===== config.mk =====
export PLATFORM = sky130hd
export DESIGN_NAME = jericalla_sequencer
export DESIGN_NICKNAME = d
export VERILOG_FILES = /design/src/rtl/jericalla_sequencer.sv
export SDC_FILE = /design/constraint.sdc
export NUM_CORES = 1
export LEC_CHECK = 0
export CORE_MARGIN = 2
export CORE_UTILIZATION = 48
export DETAILED_ROUTE_END_ITERATION = 10
export MAX_ROUTING_LAYER = met4
export PLACE_DENSITY = 0.64
export SKIP_CTS_REPAIR_TIMING = 1
export SYNTH_ARGS = -nofsm -noshare
export SYNTH_HDL_FRONTEND = slang
export SYNTH_SLANG_ARGS = --single-unit

===== constraint.sdc =====
create_clock -name clk_i -period 6.3 [get_ports clk_i]
set_clock_uncertainty 0.1 [all_clocks]
set_input_delay 1.26 -clock clk_i [delete_from_list [all_inputs] [get_ports clk_i]]
set_output_delay 1.26 -clock clk_i [all_outputs]
set_load 0.01 [all_outputs]

===== src/rtl/jericalla_sequencer.sv =====
// jericalla_sequencer: program store and instruction issuer for the jericalla
// datapath. Holds DEPTH instruction words and streams them, one per unstalled
// clock, onto the datapath instruction bus. Supports looping and a conditional
// halt on the datapath zero flag.
//
// Ports:
//   clk_i, rst_ni          clock, async active-low reset
//   load_en_i/addr/data    program write port (IDLE or DONE only)
//   prog_len_i             run length, 0 or >DEPTH means DEPTH
//   loop_en_i, halt_on_zf_i run options, sampled at start
//   start_i, stop_i        begin from slot 0 / abort to IDLE
//   stall_i                hold the current instruction
//   zf_i                   datapath ZF for the word on the bus
//   instruction_o          registered word, zero when not valid
//   instr_valid_o, pc_o    bus qualifier and slot index
//   busy_o, done_o         in RUN / one-cycle completion pulse
//   zf_halt_o              last run ended on ZF
module jericalla_sequencer #(
  parameter  int DEPTH   = 16,
  parameter  int INSTR_W = 17,
  localparam int PC_W    = $clog2(DEPTH)
) (
  input  logic               clk_i,
  input  logic               rst_ni,
  input  logic               load_en_i,
  input  logic [PC_W-1:0]    load_addr_i,
  input  logic [INSTR_W-1:0] load_data_i,
  input  logic [PC_W:0]      prog_len_i,
  input  logic               loop_en_i,
  input  logic               halt_on_zf_i,
  input  logic               start_i,
  input  logic               stop_i,
  input  logic               stall_i,
  input  logic               zf_i,
  output logic [INSTR_W-1:0] instruction_o,
  output logic               instr_valid_o,
  output logic [PC_W-1:0]    pc_o,
  output logic               busy_o,
  output logic               done_o,
  output logic               zf_halt_o
);

  typedef enum logic [1:0] {IDLE, RUN, DONE} state_e;

  localparam logic [PC_W-1:0] PC_ONE  = 1;
  localparam logic [PC_W:0]   LEN_ONE = 1;
  localparam logic [PC_W:0]   LEN_MAX = DEPTH;

  state_e                          state_q;
  logic [DEPTH-1:0][INSTR_W-1:0]   mem_q;
  logic [INSTR_W-1:0]              instr_q;
  logic                            valid_q, busy_q, done_q, zf_halt_q;
  logic                            loop_q, hzf_q;
  logic [PC_W-1:0]                 pc_q, last_q;

  logic [PC_W:0]   eff_len;
  logic [PC_W-1:0] last_d;
  logic [PC_W-1:0] pc_d;

  // Effective length is 1..DEPTH; store it as the index of the last slot.
  always_comb begin
    eff_len = prog_len_i;
    if (prog_len_i == '0 || prog_len_i > LEN_MAX) eff_len = LEN_MAX;
    last_d = PC_W'(eff_len - LEN_ONE);
  end

  // Next slot on advance; wraps at the last slot (only reached when looping).
  assign pc_d = (pc_q == last_q) ? '0 : pc_q + PC_ONE;

  // Program memory: writes are locked out while a run is in progress.
  always_ff @(posedge clk_i or negedge rst_ni) begin
    if (!rst_ni) begin
      mem_q <= '0;
    end else if (load_en_i && state_q != RUN) begin
      mem_q[load_addr_i] <= load_data_i;
    end
  end

  always_ff @(posedge clk_i or negedge rst_ni) begin
    if (!rst_ni) begin
      state_q   <= IDLE;
      instr_q   <= '0;
      valid_q   <= 1'b0;
      pc_q      <= '0;
      busy_q    <= 1'b0;
      done_q    <= 1'b0;
      zf_halt_q <= 1'b0;
      loop_q    <= 1'b0;
      hzf_q     <= 1'b0;
      last_q    <= '0;
    end else begin
      case (state_q)
        IDLE: begin
          // A load in the same cycle as start wins; the start is dropped.
          if (start_i && !stop_i && !load_en_i) begin
            state_q   <= RUN;
            last_q    <= last_d;
            loop_q    <= loop_en_i;
            hzf_q     <= halt_on_zf_i;
            instr_q   <= mem_q[0];
            valid_q   <= 1'b1;
            pc_q      <= '0;
            busy_q    <= 1'b1;
            zf_halt_q <= 1'b0;
          end
        end
        RUN: begin
          if (stop_i) begin
            state_q <= IDLE;
            instr_q <= '0;
            valid_q <= 1'b0;
            busy_q  <= 1'b0;
          end else if (stall_i) begin
            // hold everything; zf_i is not trusted while stalled
          end else if ((hzf_q && zf_i) || (pc_q == last_q && !loop_q)) begin
            state_q <= DONE;
            instr_q <= '0;
            valid_q <= 1'b0;
            busy_q  <= 1'b0;
            done_q  <= 1'b1;
            if (hzf_q && zf_i) zf_halt_q <= 1'b1;
          end else begin
            pc_q    <= pc_d;
            instr_q <= mem_q[pc_d];
          end
        end
        DONE: begin
          state_q <= IDLE;
          done_q  <= 1'b0;
        end
        default: state_q <= IDLE;
      endcase
    end
  end

  assign instruction_o = instr_q;
  assign instr_valid_o = valid_q;
  assign pc_o          = pc_q;
  assign busy_o        = busy_q;
  assign done_o        = done_q;
  assign zf_halt_o     = zf_halt_q;

endmodule

Word-level counts from Yosys, hierarchy flattened
Cells that the tools add are included.
W data, S select, Z words.
- add/subtract/negate cells: 2
- magnitude comparators: 4
- equality and inequality tests: 12
- multiplexer cells: 37
- reduce and logical (&&, ||, !) cells: 22
- operator list (cell ; count):
    $bwmux W272 ; 1
    $mux W17 ; 6
    $bmux W17 S4 ; 1
    $demux W17 S4 ; 1
    $pmux W17 S2 ; 1
    $mux W4 ; 6
    $mux W1 ; 12
    $ne A2 B2 Y1 const B ; 6
    $lt A4 B5 Y1 const B ; 2
    $mux W2 ; 4
    $pmux W4 S2 ; 1
    $reduce_and A4 Y1 ; 2
    $logic_and A1 B1 Y1 ; 6
    $ne A3 B3 Y1 const B ; 2
    $pmux W1 S2 ; 3
    $reduce_and A3 Y1 ; 2
    $reduce_and A6 Y1 ; 1
    $gt A5 B5 Y1 const B ; 1
    $logic_not A5 Y1 ; 1
    $reduce_and A5 Y1 ; 1
    $add A4 B1 Y4 const B ; 1
    $eq A4 B4 Y1 ; 1
    $ge A4 B1 Y1 const B ; 1
    $pmux W2 S2 ; 1
    9 further kinds ; 13
- register bits after elaboration: 304
- bits of input ports: 35
- output and inout port bits: 25
- word-level logic and storage cells: 102

Depth between registers and ports, before layout
Gate-level depths: netlist (run 1).
- word-level depth: 8
- mapped depth: 9
- depth with buffers taken out: 6

Least setup slack after synthesis (run 1)
Ideal clock, no wire load.
- path type: input to register
- from: input stop_i
- to: register instr_q[10] (netlist: instruction_o[10])
- library setup time: 0.099 ns
- data arrival time: 2.760 ns
- required time: 6.101 ns
- setup slack: 3.341 ns
- stages: 6
- buffers on the path: 1
- path through: or4b_1 a21oi_1 o21ai_2 buf_2 o31a_1 a311oi_1
- cells in the longest elaborated chain, start to end: 5
- elaborated cells between the ends (all ways): 8
- those cells by class: 2 x eq/ne; 2 x mux; 4 x reduce/logical
- RTL lines (element ; RTL line ; text):
    from (decl) ; 32 ; input logic stop_i,
    $logic_not A1 Y1 ; 95 ; if (start_i && !stop_i && !load_en_i) begin
    $logic_and A1 B1 Y1 (2 in series) ; 95 ;
    $ne A2 B2 Y1 (no source line) ; -- ;
    $reduce_and A3 Y1 (no source line) ; -- ;
    to (signal assigned) ; 100 ; instr_q <= mem_q[0];
    to (signal assigned) ; 124 ; instr_q <= mem_q[pc_d];
    to (decl) ; 51 ; logic [INSTR_W-1:0] instr_q;
Parallel ways exist; a longest one is shown, timed or not.
A chain may end at the register's enable or synchronous reset.

Worst setup path after layout (run 1)
- from: register pc_q[0] (netlist: pc_o[0])
- to: output pc_o[0]
- RTL lines (element ; RTL line ; text):
    from (decl) ; 54 ; logic [PC_W-1:0] pc_q, last_q;
    from (signal assigned) ; 123 ; pc_q <= pc_d;
    to (decl) ; 37 ; output logic [PC_W-1:0] pc_o,
No word-level cell between the ends.

==> key figures, run 1 <==
Place
  – Number of buffers inserted by port buffering: 59
  – Placed wire-length estimate after detailed placement: 21100 µm
  – Placer congestion estimate: 0.766

GRT
  – Total congestion overflow: 0
  – Vias in the first global route: 9138
  – First-pass GRT wire length: 55600 µm
  – Total routing resource utilization after global routing: 24.1%
  – Number of antenna violations at the first check in global routing: 0
  – Pin count of the biggest net entering global routing: 143

Floorplanning
  – Number of placement rows: 63
  – Die span in x: 177 µm
  – Placeable core region: 29600 µm²
  – Io pins: 60
  – Die height: 177 µm
  – Area enclosed by the die boundary: 31500 µm²
  – Initial cell density of the core: 48.7%

Timing
  – Total negative slack for setup checks: 0 ns
  – Max-slew violation count: 0
  – Slew margin rel.: 19.8%
  – Hold Fails Final Rpt: 0
  – Final setup violating endpoints: 0
  – Minimum period implied by the final worst setup slack: 4.05 ns
  – Share of the cycle needed by the critical path after routing: 64.3%
  – Slew at the pin with the worst max-slew slack: 1.20 ns
  – Setup repair after global routing missed its margin: no
  – F_max: 0.247 GHz

Clocking
  – Cell chosen for the clock root: sky130_fd_sc_hd__clkbuf_16
  – CTS sink cnt: 304
  – H-tree depth reported by CTS: 2
  – Clock tree from TritonCTS: done
  – Number of CTS-inserted buffers: 34
  – Source-to-sink clock delay at the later pin of the worst-skew pair: 0.51 ns
  – Post-CTS clock slew at the launch and capture registers of the worst setup and hold paths: 0.06 ns
  – Clock Tree Buf Depth: 3

Logic synthesis
  – Syn nets: 1045
  – Share of flip-flops with an asynchronous set or reset after synthesis: 100%
  – Count of warnings emitted by yosys: 0
  – Distinct cells, synth: 57
  – Share of the yosys chip area belonging to registers: 52.7%
  – Flops & latches, synth: 304
  – Most used flip-flop cell after synthesis: sky130_fd_sc_hd__dfrtp_1
  – Syn Inst Count: 1008
  – Area of the mapped netlist: 14400 µm²
  – Mean post-synth cell area: 14.3 µm²
  – Post-synth EDFFs: 0

Routing
  – Post-DRT Antenna Nets: 0
  – Detailed Route Iter0 Violations: 651
  – Vias/cell: 6.08
  – Total DRC errors in the routed layout: 0
  – WL/cell: 24.5 µm
  – Routed via count: 8860
  – Total Routed Length: 35700 µm
  – Length of the first detailed-routing pass in iterations: 4

Layout
  – Area Growth Syn to Fin: 14.1%
  – Number of diodes added for antenna fixing: 0
  – Commonest non-fill, non-tap cell in the layout: sky130_fd_sc_hd__dfrtp_1
  – Net count reported at finish: 1081
  – Top library cells by usage in the layout, fill and taps aside: 303 x sky130_fd_sc_hd__dfrtp_1, 277 x sky130_fd_sc_hd__mux2_2, 58 x sky130_fd_sc_hd__clkdlybuf4s50_1, 37 x sky130_fd_sc_hd__clkbuf_16, 32 x sky130_fd_sc_hd__mux2i_1
  – Layout cells sized above 1: 37.5%
  – Final cell utilization of the core: 55.6%

Power and ir drop
  – Worst IR Drop VDD: 0.000182 V
  – Areal power density over the cells: 398 nW/µm²
  – Leakage power total: 6.83 nW

Flow run
  – Reported max-cap violation count: 0

Status
  – Outcome: finished clean

Setup path
  – Register-to-Register Setup Slack: 2.58 ns
  – Arrival time at the worst endpoint: 2.69 ns
  – WP data required: 4.94 ns
  – Start-to-end type of the worst setup path: register to primary output
  – Worst Path Max Fanout: 60
  – Critical Path Source Type: register
  – Crit end category: primary output

Hold path
  – Worst hold path type: register to register
## layer usage
layer  GRT usage [%]  vias up  part of all wire (%)
met5               -        -                     0
met4            6.63        0                   2.2
met3            3.53       54                   4.1
met2            38.3      191                    48
met1            32.7     4716                    45
li1                -     3899                     -
## cell type report
| cell class | count | area, µm² |
|---|---|---|
| Clock buffer | 53 | 1060 |
| Fill cell | 2488 | 13200 |
| Timing Repair Buffer | 81 | 773 |
| Tap cell | 390 | 488 |
| Sequential cell | 304 | 7610 |
| Inverter | 8 | 30.0 |
| Multi-Input combinational cell | 615 | 6470 |
| Clock inverter | 7 | 46.3 |
## kinds of logic (layout without fill, tap and decap cells)
family | Yosys count | count (layout) | share of synthesized area, %
XOR/XNOR | 8 | 8 | 0.745
AND/OR/NAND/NOR | 155 | 155 | 6.24
flip-flops | 304 | 304 | 52.7
AO/OA/AOI/OAI | 90 | 90 | 4.96
adder cells (fa/ha/maj) | 2 | 2 | 0.173
buffers and inverters | 89 | 149 | 2.89
multiplexers | 360 | 360 | 32.3
## flip-flops by register name (all words and copies together), names as in the netlist
register / flops
state_q: 2
loop_q: 1
zf_halt_o: 1
done_o: 1
pc_o: 4
last_q: 4
hzf_q: 1
instruction_o: 17
mem_q: 272
busy_o: 1
## cell usage after synthesis (all sizes together) (17+ instances only)
master | instances | area share (%)
dfrtp | 304 | 53
mux2 | 277 | 22
mux4 | 51 | 8.5
buf | 45 | 1.8
clkbuf | 36 | 0.94
mux2i | 32 | 2.2
nor3 | 24 | 0.94
nand2 | 20 | 0.52
nor2b | 18 | 0.78
a32oi | 17 | 1.0
nor2 | 17 | 0.44
nor3b | 17 | 0.88
nor4 | 17 | 0.74
## power breakdown
group / internal, mW / switching (mW) / total [mW]
Sequential: 2.48 / 0.313 / 2.79
Combinational: 0.981 / 0.839 / 1.82
Clock: 1.16 / 0.787 / 1.94
## path summary, 6_finish.rpt
| check | depth (start not counted) | startpoint | to |
|---|---|---|---|
| worst max-delay path | 2 | pc_o[0] | pc_o[0] |
| max in group asynchronous | 2 | rst_ni | mem_q[27] |
| worst min-delay path | 1 | mem_q[231] | mem_q[231] |
| worst min register to register | 1 | mem_q[231] | mem_q[231] |
| min in group asynchronous | 1 | rst_ni | mem_q[37] |
| worst max register to register | 7 | pc_o[0] | instruction_o[14] |
## worst max-delay path, stage by stage (launching register included)
cell and delay (ns):
sky130_fd_sc_hd__dfrtp_4 0.65, sky130_fd_sc_hd__buf_4 0.84, sky130_fd_sc_hd__clkdlybuf4s50_1 0.69
## metrics by stage
step / hold WS [ns] / setup WS, ns / cell area (µm²) / cells / total power [mW]
floorplan: 0.370 / 3.34 / 14400 / 1008 / 4.04
global placement: 0.379 / 2.40 / 15400 / 1398 / 4.60
detailed placement: 0.387 / 2.37 / 15400 / 1398 / 4.65
CTS: 0.400 / 2.23 / 16500 / 1458 / 6.60
global route: 0.407 / 2.14 / 16500 / 1458 / 6.89
finish: 0.395 / 2.25 / 16500 / 1458 / 6.55
(Power assumes the default switching activity.)
==> inputs of run 2 (changes only) <==
- clock period: 6.3 -> 3.8 ns (I/O delays scaled with it)
==> run 2 against run 1 <==
  * Die area unchanged
  * Clock power up 69%
  * Power up 67%
  * Largest cell class unchanged
  * Largest power group unchanged
==> key figures, run 2 (synthesis results as in run 1) <==
Clocking
  – Post-CTS clock slew at the launch and capture registers of the worst setup and hold paths: 0.06 ns
  – Cell chosen for the clock root: sky130_fd_sc_hd__clkbuf_16
  – CTS sink cnt: 304
  – H-tree depth reported by CTS: 2
  – Source-to-sink clock delay at the later pin of the worst-skew pair: 0.51 ns
  – Clock tree from TritonCTS: done
  – Clock Tree Buf Depth: 3
  – Number of CTS-inserted buffers: 35

Power and ir drop
  – Leakage power total: 6.91 nW
  – Areal power density over the cells: 660 nW/µm²
  – Worst IR Drop VDD: 0.000305 V
  – Design Power: 11.0 mW

GRT
  – Total routing resource utilization after global routing: 23.8%
  – Total congestion overflow: 0
  – Vias in the first global route: 9219
  – Pin count of the biggest net entering global routing: 79
  – First-pass GRT wire length: 55300 µm
  – Number of antenna violations at the first check in global routing: 0

Routing
  – Total DRC errors in the routed layout: 0
  – Vias/cell: 6.03
  – WL/cell: 23.8 µm
  – Detailed Route Iter0 Violations: 560
  – Length of the first detailed-routing pass in iterations: 4
  – Total Routed Length: 35000 µm
  – Routed via count: 8868
  – Post-DRT Antenna Nets: 0

Setup path
  – Critical Path Source Type: register
  – Start-to-end type of the worst setup path: register to primary output
  – Arrival time at the worst endpoint: 2.42 ns
  – Buf/Inv on CP: 2
  – Launch point of the critical path: pc_o[0]
  – Worst Path Max Fanout: 58
  – Worst path top cell family by delay: buffers and inverters
  – Launching point of the worst reg2reg path: pc_o[1]
  – Slowest stage cell on the critical path: sky130_fd_sc_hd__buf_4
  – Peak per-stage delay on the critical path: 0.74 ns
  – WP data required: 2.94 ns
  – Worst reg2reg path endpoint: instruction_o[9]
  – Chain of cells forming the critical path: buf_4, clkdlybuf4s50_1
  – Depth of the most critical reg-to-reg path: 6
  – Register-to-Register Setup Slack: 0.83 ns
  – Crit end category: primary output

Timing
  – Setup repair after global routing missed its margin: no
  – Slew at the pin with the worst max-slew slack: 1.15 ns
  – Max-slew violation count: 0
  – Hold Fails Final Rpt: 0
  – Share of the cycle needed by the critical path after routing: 86.4%
  – Total negative slack for setup checks: 0 ns
  – Final setup violating endpoints: 0
  – Minimum period implied by the final worst setup slack: 3.28 ns
  – Slew margin rel.: 23.6%
  – F_max: 0.305 GHz

Hold path
  – Worst hold path type: primary input to async pin

Floorplanning
  – Placeable core region: 29600 µm²
  – Io pins: 60
  – Die height: 177 µm
  – Area enclosed by the die boundary: 31500 µm²
  – Number of placement rows: 63
  – Initial cell density of the core: 48.7%
  – Die span in x: 177 µm

Layout
  – Commonest non-fill, non-tap cell in the layout: sky130_fd_sc_hd__dfrtp_1
  – Area Growth Syn to Fin: 15.1%
  – Net count reported at finish: 1095
  – Layout cells sized above 1: 37.9%
  – Largest register FFs: 272
  – Top reg by flops: mem_q
  – Top library cells by usage in the layout, fill and taps aside: 303 x sky130_fd_sc_hd__dfrtp_1, 277 x sky130_fd_sc_hd__mux2_2, 58 x sky130_fd_sc_hd__clkdlybuf4s50_1, 37 x sky130_fd_sc_hd__clkbuf_16, 32 x sky130_fd_sc_hd__mux2i_1
  – Number of diodes added for antenna fixing: 0

Flow run
  – Reported max-cap violation count: 0

Place
  – Placer congestion estimate: 0.767
  – Number of buffers inserted by port buffering: 59
  – Placed wire-length estimate after detailed placement: 20600 µm

Status
  – Outcome: finished clean
-- run 2: layer usage --
| layer | wire length [µm] | track usage, % |
|---|---|---|
| met1 | 15500 | 31.0 |
| met2 | 17000 | 38.7 |
| met3 | 1440 | 3.36 |
| met4 | 1040 | 7.65 |
| met5 | 0 | - |
-- run 2: worst max-delay path by stage --
stage | to | slack (ns) | depth (start not counted)
2_1_floorplan | instruction_o[10] | 1.34 | 6
3_3_place_gp | instruction_o[1] | 0.63 | 6
3_5_place_dp | instruction_o[6] | 0.57 | 6
4_1_cts | pc_o[0] | 0.47 | 2
5_1_grt | pc_o[0] | 0.41 | 2
6_report | pc_o[0] | 0.52 | 2
-- run 2: worst register-to-register path, cell delays in order (launching register included) --
cell and delay (ns):
sky130_fd_sc_hd__dfrtp_1 0.56, sky130_fd_sc_hd__ha_2 0.37, sky130_fd_sc_hd__or3b_2 0.49, sky130_fd_sc_hd__o31ai_1 0.15
sky130_fd_sc_hd__nand2_1 0.68, sky130_fd_sc_hd__nor3b_1 0.42, sky130_fd_sc_hd__a311oi_1 0.08
-- run 2: power breakdown --
| group | total, mW | internal [mW] | switching [mW] |
|---|---|---|---|
| Clock | 3.28 | 2.01 | 1.27 |
| Combinational | 3.08 | 1.67 | 1.41 |
| Sequential | 4.60 | 4.11 | 0.493 |
| Total | 11.0 | 7.79 | 3.17 |
-- run 2: metrics by stage --
step                      setup slack (ns)  utilization (%)  instance area (µm²)  hold WS, ns  std cells
after floorplan                       1.34                -                14400        0.364       1008
after global placement               0.634             52.3                15500        0.380       1411
after detailed placement             0.567             52.3                15500        0.388       1411
after CTS                            0.470             56.1                16600        0.144       1471
after global routing                 0.414             56.1                16600        0.166       1471
final                                0.516             56.1                16600        0.125       1471
-- run 2: final cells by class --
class,count,area [µm²]
inverters,8,30.0
repair buffers,94,908
multi-input cells,615,6460
flip-flops and latches,304,7610
clock buffers,54,1040
clock inverters,6,80.1
fillers,2461,13000
well taps,390,488
==> inputs of run 3 (changes only) <==
- CAP_MARGIN: default -> 20
==> run 3 against run 2 <==
  * Maximum frequency is 0.22% lower
  * Power is essentially flat
  * Sequential power about the same
  * Critical path depth unchanged
  * Hold slack lost 0.0028 ns
  * Critical endpoint unchanged
  * Utilization barely moved
==> key figures, run 3 (synthesis results as in run 1) <==
Setup path
  – Slowest stage cell on the critical path: sky130_fd_sc_hd__buf_4
  – Chain of cells forming the critical path: buf_4, clkdlybuf4s50_1
  – Start-to-end type of the worst setup path: register to primary output
  – WP data required: 2.94 ns
  – Worst path top cell family by delay: buffers and inverters
  – Depth of the most critical reg-to-reg path: 6
  – Buf/Inv on CP: 2
  – Critical Path Source Type: register
  – Crit end category: primary output
  – Critical Path Stages: 2
  – Arrival time at the worst endpoint: 2.43 ns
  – Worst Path Max Fanout: 58
  – Peak per-stage delay on the critical path: 0.74 ns

GRT
  – First-pass GRT wire length: 55300 µm
  – Total congestion overflow: 0
  – Vias in the first global route: 9219
  – Pin count of the biggest net entering global routing: 79
  – Total routing resource utilization after global routing: 23.8%
  – Number of antenna violations at the first check in global routing: 0

Timing
  – Total negative slack for setup checks: 0 ns
  – F_max: 0.304 GHz
  – Max-slew violation count: 0
  – Hold Fails Final Rpt: 0
  – Slew at the pin with the worst max-slew slack: 1.12 ns
  – Minimum period implied by the final worst setup slack: 3.29 ns
  – Final setup violating endpoints: 0
  – Slew margin rel.: 25.4%
  – Post-route setup slack: 0.509 ns
  – Setup repair after global routing missed its margin: no
  – Share of the cycle needed by the critical path after routing: 86.6%

Power and ir drop
  – Design Power: 11.0 mW
  – Sequential cell fraction of total power: 42.0%
  – Power spent charging and discharging nets: 3.16 mW
  – Clock network fraction of total power: 29.9%
  – Switching share of power: 28.9%
  – Power share of the combinational group: 28.1%
  – Leakage power total: 6.92 nW
  – Worst IR Drop VDD: 0.000308 V
  – P_int: 7.79 mW
  – Areal power density over the cells: 659 nW/µm²

Place
  – Number of buffers inserted by port buffering: 59
  – Placed instance count: 1411
  – Worst setup slack after placement: 0.567 ns
  – Placer congestion estimate: 0.767
  – Placed wire-length estimate after detailed placement: 20600 µm

Routing
  – Detailed Route Iter0 Violations: 579
  – Total Routed Length: 34900 µm
  – Routed via count: 8809
  – WL/cell: 23.7 µm
  – Length of the first detailed-routing pass in iterations: 5
  – Routed wl met3: 1870 µm
  – Post-DRT Antenna Nets: 0
  – Total DRC errors in the routed layout: 0
  – Wl on met1: 15100 µm
  – Metal2 WL: 17000 µm
  – Highest metal layer with signal wires: met4
  – Vias/cell: 5.98

Floorplanning
  – Die height: 177 µm
  – Placeable core region: 29600 µm²
  – Io pins: 60
  – Die span in x: 177 µm
  – Area enclosed by the die boundary: 31500 µm²
  – Initial cell density of the core: 48.7%
  – Number of placement rows: 63

Layout
  – Top library cells by usage in the layout, fill and taps aside: 303 x sky130_fd_sc_hd__dfrtp_1, 277 x sky130_fd_sc_hd__mux2_2, 58 x sky130_fd_sc_hd__clkdlybuf4s50_1, 37 x sky130_fd_sc_hd__clkbuf_16, 32 x sky130_fd_sc_hd__mux2i_1
  – Layout cells sized above 1: 38.0%
  – Storage cell area: 7610 µm²
  – Post-layout instance count excluding filler cells: 1472
  – Commonest non-fill, non-tap cell in the layout: sky130_fd_sc_hd__dfrtp_1
  – Filler Cell Count: 2461
  – Net count reported at finish: 1096
  – Top reg by flops: mem_q
  – Number of diodes added for antenna fixing: 0
  – Combined area of the multi-input logic cells: 6460 µm²
  – Largest register FFs: 272
  – Final cell utilization of the core: 56.1%
  – Area Growth Syn to Fin: 15.1%

Flow run
  – Reported max-cap violation count: 0

Clocking
  – Post-CTS clock slew at the launch and capture registers of the worst setup and hold paths: 0.06 ns
  – H-tree depth reported by CTS: 2
  – Clock Tree Buf Depth: 3
  – Clock tree from TritonCTS: done
  – Source-to-sink clock delay at the later pin of the worst-skew pair: 0.51 ns
  – Cell chosen for the clock root: sky130_fd_sc_hd__clkbuf_16
  – Number of CTS-inserted buffers: 35
  – CTS sink cnt: 304

Hold path
  – Worst hold path type: primary input to async pin

Status
  – Outcome: finished clean
## run 3: cell types whose count changed in the layout (fill, tap and decap cells not counted), sizes merged
cell	previous run	this run
buf	36	37
## run 3: cell type report
class,count,share of cell area [%]
Clock buffer,54,6.25
Inverter,8,0.181
Timing Repair Buffer,95,5.53
Clock inverter,6,0.482
Tap cell,390,2.93
Sequential cell,304,45.8
Multi-Input combinational cell,615,38.8
## run 3: worst paths after layout
check | from | end | slack (ns)
worst max register to register | pc_o[1] | instruction_o[9] | 0.85
worst min register to register | mem_q[158] | mem_q[158] | 0.40
min in group clk_i | mem_q[158] | mem_q[158] | 0.40
worst min-delay path | rst_ni | mem_q[239] | 0.12
max in group asynchronous | rst_ni | pc_o[0] | 2.61
worst max-delay path | pc_o[0] | pc_o[0] | 0.51
## run 3: power by group through the flow
stage / clock network, mW / logic [mW] / registers [mW]
finish: 3.28 / 3.08 / 4.60
global route: 3.49 / 3.32 / 4.71
detailed placement: 0 / 3.08 / 4.66
global placement: 0 / 3.03 / 4.63
CTS: 3.35 / 3.09 / 4.61
floorplan: 0 / 2.19 / 4.52
## run 3: per-layer routing
metal / vias up / global-route usage [%]
met4: 0 / 7.65
li1: 3923 / -
met3: 78 / 3.36
met1: 4581 / 31.0
met2: 227 / 38.7
met5: - / -
## run 3: per-stage QoR
stage / area, µm² / hold WS [ns]
2_1_floorplan: 14400 / 0.364
3_3_place_gp: 15500 / 0.380
3_5_place_dp: 15500 / 0.388
4_1_cts: 16600 / 0.144
5_1_grt: 16600 / 0.166
6_report: 16600 / 0.122
